$ cat src/rtl/instr_loader.sv
// Instruction loader: takes a length word and then that many instruction words
// from the host, writes them to instruction memory and keeps a running checksum.
module instr_loader #(
  parameter int unsigned DEPTH = 1024
) (
  input  logic        clk,
  input  logic        rst,
  input  logic        in_valid,
  input  logic [31:0] in_data,
  output logic        in_ready,
  input  logic        reload,
  output logic        mem_we,
  output logic [31:0] mem_addr,
  output logic [31:0] mem_wdata,
  output logic [31:0] count,
  output logic        instr_enable,
  output logic [31:0] chksum,
  output logic        err
);

  typedef enum logic [1:0] {
    WAIT_LEN,
    LOAD,
    DONE
  } state_t;

  state_t      state;
  state_t      state_next;
  logic [31:0] idx;
  logic        xfer;
  logic        len_ok;
  logic        last_word;

  always_comb begin
    state_next   = state;
    in_ready     = (state != DONE);
    instr_enable = (state == DONE);
    xfer         = in_valid && in_ready;
    len_ok       = (in_data != '0) && (in_data <= DEPTH);
    last_word    = (idx == count - 32'd1);
    unique case (state)
      WAIT_LEN: if (xfer && len_ok)    state_next = LOAD;
      LOAD:     if (xfer && last_word) state_next = DONE;
      DONE:     if (reload)            state_next = WAIT_LEN;
      default:                         state_next = WAIT_LEN;
    endcase
  end

  always_ff @(posedge clk) begin
    if (rst) state <= WAIT_LEN;
    else     state <= state_next;
  end

  // count and chksum survive a reload; they are only cleared by reset or a new length
  always_ff @(posedge clk) begin
    if (rst) begin
      mem_we    <= 1'b0;
      mem_addr  <= '0;
      mem_wdata <= '0;
      count     <= '0;
      chksum    <= '0;
      idx       <= '0;
      err       <= 1'b0;
    end else begin
      mem_we <= 1'b0;
      err    <= 1'b0;
      if (state == WAIT_LEN && xfer) begin
        if (len_ok) begin
          count  <= in_data;
          idx    <= '0;
          chksum <= '0;
        end else begin
          err <= 1'b1;
        end
      end
      if (state == LOAD && xfer) begin
        mem_we    <= 1'b1;
        mem_addr  <= idx;
        mem_wdata <= in_data;
        idx       <= idx + 32'd1;
        chksum    <= chksum + in_data;
      end
    end
  end

endmodule

$ cat config.mk
export PLATFORM = sky130hd
export DESIGN_NAME = instr_loader
export DESIGN_NICKNAME = d
export VERILOG_FILES = /design/src/rtl/instr_loader.sv
export SDC_FILE = /design/constraint.sdc
export NUM_CORES = 1
export LEC_CHECK = 0
export CAP_MARGIN = 40
export CORE_UTILIZATION = 45
export DETAILED_ROUTE_END_ITERATION = 16
export PLACE_DENSITY = 0.78
export RECOVER_POWER = 100
export SLEW_MARGIN = 20
export SYNTH_ARGS = -nofsm -noshare
export SYNTH_HDL_FRONTEND = slang
export SYNTH_SLANG_ARGS = --single-unit
$ cat constraint.sdc
create_clock -name clk -period 3.8 [get_ports clk]
set_input_delay 0.76 -clock clk [delete_from_list [all_inputs] [get_ports clk]]
set_output_delay 0.76 -clock clk [all_outputs]
set_load 0.01 [all_outputs]
Word level (Yosys, flattened, before mapping)
Cells that the tools add are included.

operators by class
  reductions and logical operators = 14
  order comparisons = 1
  $add $sub $neg = 3
  equal/unequal tests = 7
  bitwise gates (word level) = 1
  multiplexer cells = 10

operator list
  kind                                                                     number
  32-bit two-way mux                                                       4
  32-bit by 1-bit adder with 32-bit output, second input constant          1
  32-bit adder                                                             1
  32-bit == test                                                           1
  32-bit by 11-bit <= comparator with 1-bit output, second input constant  1
  32-bit nonzero test                                                      1
  32-bit by 1-bit subtractor with 32-bit output, second input constant     1
  2-bit inequality test, second input constant                             4
  1-bit logical AND                                                        6
  2-bit two-way mux                                                        3
  2-bit case mux with 3 select lines                                       1
  2-bit AND reduction                                                      2
  2-bit nonzero test                                                       2
  3-bit AND reduction                                                      1
  2-bit by 1-bit == test with 1-bit output, second input constant          1
  2-bit == test, second input constant                                     1
  2-bit logical NOT                                                        1
  1-bit two-way mux                                                        2
  2-bit OR reduction                                                       1
  1-bit NOT                                                                1

word-level totals
  bits of input ports = 36
  bits in registers = 164

Depth between registers and ports, before layout
Gate-level depths: netlist of run 1.

  depth in word-level cells = 5
  gate-level depth with buffers = 11
  mapped depth without buffers = 10

Least setup slack after synthesis of run 1
No wires, ideal clock.

  kind = input port to flip-flop
  start = input port in_data[12]
  end = register chksum[29]
  data arrival time = 2.936 ns
  stages = 9
  path buffers = 0
  setup time = 0.117 ns
  path slack = 0.748 ns
  path through = ha_1 -> a21o_1 -> a21o_1 -> a221oi_1 -> a21oi_1 -> o31ai_1 -> o31ai_1 -> xnor2_1 -> a22o_1

on the way
  longest elaborated chain between the ends = 4
  elaborated cells between the ends (all ways) = 7

ends and longest elaborated chain
  element                                                                                         RTL line  RTL
  start, declared                                                                                 9         input logic [31:0] in_data,
  32-bit by 11-bit <= comparator with 1-bit output / 32-bit nonzero test (equally long branches)  39        len_ok = (in_data != '0) && (in_data <= DEPTH);
  1-bit logical AND                                                                               39
  2-bit nonzero test (no line)                                                                    n/a
  2-bit AND reduction (no line)                                                                   n/a
  end signal, assigned                                                                            81        chksum <= chksum + in_data;
  end, declared                                                                                   17        output logic [31:0] chksum,

Several ways; a longest one is shown, not always the timed one.
A chain may end at the register's enable or synchronous reset.

Worst setup path after layout of run 1
  start = input port in_data[1]
  end = register chksum[29]

The elaborated chain is that of the path after synthesis.

==> results.yml, run 1 <==
clock_tree:
  cts_buffers: 17
  cts_tree: "done"
  path_clk_slew_ns: 0.06
  clkLatencyLatePin_ns: 0.43
  clock_path_buffers: 2
  cts_root_buf: "clkbuf_16"
  h-tree-depth: 4
  cts_hold_buf: 0
  clock-sinks: 164
  post_cts_buffers: 0
  cts-resized-gates: 0
floorplan:
  coreArea_um2: 18800
  die_x_um: 141
  rows: 50
  io_pins: 168
  dieArea_um2: 19900
  floorplan.initialDensity_pct: 46.3
  die_h_um: 141
final_layout:
  diodes: 0
  final_common_cell: "nand2_1"
  layout-drive-gt1-share_pct: 5.34
  num-fill-cells: 1735
  syn_to_final_growth_pct: 28.8
  nNetsFinal: 1312
  register_area_um2: 3280
  multi_input_area_um2: 5130
  final_cell_mix: "189 x nand2_1, 164 x dfxtp_1, 135 x dlygate4sd3_1"
global_route:
  grt_start_max_net_pins: 69
  grt_overflow: 0
  grt-busiest-layer: "met2"
  track_usage_pct: 24.8
  use_met3_pct: 4.42
  grtUsageMet2_pct: 42.2
  antenna_found_initial: 0
  globalRouteMet1Util_pct: 31.5
  grt_pass1_wl_um: 39700
  first_global_vias: 7871
timing:
  setup_viol: 0
  finalHoldViolations: 0
  clock_skew_ns: 0.0153
  min_period_over_period_pct: 91.0
  min_period_ns: 3.46
  clock.fmax_mhz: 289
  finalSetupTns_ns: 0
  max-slew-margin-rel_pct: 42.5
  drv_slew: 0
  grt_setup_unrepaired: "no"
  worst_pin_slew_ns: 0.861
  whs_ns: 0.451
detailed_routing:
  wl_um: 24700
  routed_via_density: 5.67
  drc: 0
  vias: 8591
  dr.pass1.iters: 7
  routedWlPerCell_um: 16.3
  drt_iter0_markers: 500
  final_antenna_net_count: 0
flow_run:
  cap_viol_max_count: 0
power_and_ir_drop:
  power.share.sequential_pct: 47.2
  total_power_uw: 3640
  peakVddDrop_v: 0.000327
  intPower_uw: 2830
  combPwrFrac_pct: 4.5
  clkPwrFrac_pct: 48.3
  power_leakage_uw: 0.00474
  switching_share_pct: 22.2
  powerDensity_nw_per_um2: 324
  p_switching_uw: 809
worst_setup_path:
  crit_path_start_kind: "input pin"
  cpMaxStageDelayCell: "dlygate4sd3_1"
  crit_path_frequent_cell: "o31ai_1"
  max_stage_delay_ns: 0.63
  endpoint_kind: "flop"
  crit_path_max_fanout: 6
  crit_type: "input pin to flop"
  crit_chain: "dlygate4sd3_1 -> ha_1 -> a211oi_1 -> o21a_1 -> a2111o_1 -> a21oi_1 -> o31ai_1 -> clkbuf_1 -> o31ai_1 -> xnor2_1 -> a22o_1"
  required_ns: 4.11
  worstPathArrival_ns: 3.77
place:
  gp_congestion: 0.865
  portBuffers: 167
  place_hpwl_um: 17900
synth:
  async_flop_share_pct: 0
  postSynthCellCount: 1092
  ys_seq_elements: 164
  synth_cell_types: 68
  synthFlopType: "dfxtp_1"
  synth_edf_count: 0
  synth_fp_nets: 1162
  avgSynthCellArea_um2: 7.98
  ys_seq_area_share_pct: 37.7
  yosysWarningCount: 0
  synth_area_um2: 8710
run_status:
  status: "complete, no violations"
min_path:
  hold_path.class: "flop to flop"
-- Yosys cell counts (3+ instances only) --
| cell type | count | share of area [%] |
|---|---|---|
| nand3b_1 | 5 | 0.43 |
| a31oi_1 | 6 | 0.43 |
| ha_1 | 33 | 4.7 |
| clkbuf_1 | 60 | 2.6 |
| mux2i_1 | 20 | 2.3 |
| o21a_1 | 7 | 0.60 |
| xnor2_1 | 37 | 3.7 |
| or4_1 | 7 | 0.60 |
| o211ai_1 | 6 | 0.52 |
| nor3b_1 | 4 | 0.34 |
| a221oi_1 | 3 | 0.30 |
| o31ai_1 | 3 | 0.26 |
| inv_1 | 16 | 0.69 |
| nor2_1 | 87 | 3.7 |
| a2111oi_0 | 3 | 0.30 |
| nand3_1 | 30 | 1.7 |
| a21oi_1 | 119 | 6.8 |
| nor4_1 | 19 | 1.4 |
| dfxtp_1 | 164 | 38 |
| a311oi_1 | 6 | 0.60 |
| nor3_1 | 23 | 1.3 |
| a22oi_1 | 22 | 1.9 |
| a211oi_1 | 12 | 1.0 |
| o21ai_0 | 39 | 2.2 |
| nand2b_1 | 5 | 0.36 |
| xor2_1 | 29 | 2.9 |
| mux2_2 | 5 | 0.65 |
| a211o_1 | 3 | 0.30 |
| nand2_1 | 189 | 8.1 |
| nor4b_1 | 3 | 0.30 |
| and3_1 | 13 | 0.93 |
| a21o_1 | 16 | 1.4 |
| or3_1 | 13 | 0.93 |
| and2_1 | 26 | 1.9 |
| nor2b_1 | 3 | 0.22 |
| o21bai_1 | 5 | 0.43 |
| nand4_1 | 12 | 0.86 |
-- power groups by stage --
stage               logic (uW)  clock network (uW)  registers, uW
floorplan                 80.5                   0           1760
global placement           161                   0           1760
detailed placement         163                   0           1760
CTS                        165                1780           1720
global route               176                1850           1720
finish                     164                1760           1720
-- cell type report --
type | instances | area share (%)
Clock buffer | 22 | 4.32
Clock inverter | 10 | 1.08
Inverter | 17 | 0.569
Multi-Input combinational cell | 850 | 45.7
Sequential cell | 164 | 29.3
Tap cell | 260 | 2.90
Timing Repair Buffer | 192 | 16.2
-- per-stage QoR --
step / cell area [um2] / cells / worst slack, ns / utilization (%)
3_5_place_dp: 10700 / 1483 / 0.0642 / 56.7
2_1_floorplan: 8710 / 1092 / 0.748 / -
4_1_cts: 11300 / 1515 / 0.431 / 59.9
6_report: 11200 / 1515 / 0.342 / 59.6
3_3_place_gp: 10700 / 1482 / 0.165 / 56.6
5_1_grt: 11200 / 1515 / 0.173 / 59.6
-- state kept, by name, indices dropped and copies added, names as in the netlist --
| name | cells |
|---|---|
| chksum | 32 |
| count | 32 |
| mem_we | 1 |
| mem_wdata | 32 |
| state | 2 |
| mem_addr | 32 |
| idx | 32 |
| err | 1 |
-- worst max-delay path: cells and delay by family --
kind	cells	cell delay, ns
AO/OA/AOI/OAI	7	1.76
buffers and inverters	2	0.82
adder cells (fa/ha/maj)	1	0.33
XOR/XNOR	1	0.10
-- logic make-up after synthesis --
group	after synthesis	synth area share, %
buffers and inverters	78	3.45
flip-flops	164	37.7
multiplexers	25	2.94
XOR/XNOR	66	6.64
AND/OR/NAND/NOR	456	25.3
adder cells (fa/ha/maj)	34	4.97
AO/OA/AOI/OAI	269	19.0
-- final timing paths --
kind	from	end	slack [ns]	cells past startpoint
hold / removal	mem_addr[12]$_SDFFE_PP0P_	mem_addr[12]$_SDFFE_PP0P_	0.45	2
setup reg to reg	count[0]$_SDFFE_PP0P_	state[0]$_SDFFE_PP0P_	0.73	9
setup / recovery	in_data[1]	chksum[29]$_SDFFE_PP0P_	0.34	11
hold reg to reg	mem_addr[12]$_SDFFE_PP0P_	mem_addr[12]$_SDFFE_PP0P_	0.45	2
-- per-layer routing --
layer | wire length (um) | up-vias
li1 | - | 4194
met1 | 11000 | 4069
met2 | 11900 | 287
met3 | 1320 | 41
met4 | 541 | 0
met5 | 0 | -
Note: power is estimated with default switching activity, not from simulation.
==> inputs of run 2 (changes only) <==
GPL_TIMING_DRIVEN = 1   (was not set)
==> results of run 2 <==
No change in the layout: final DEF, timing and power equal those of run 1.
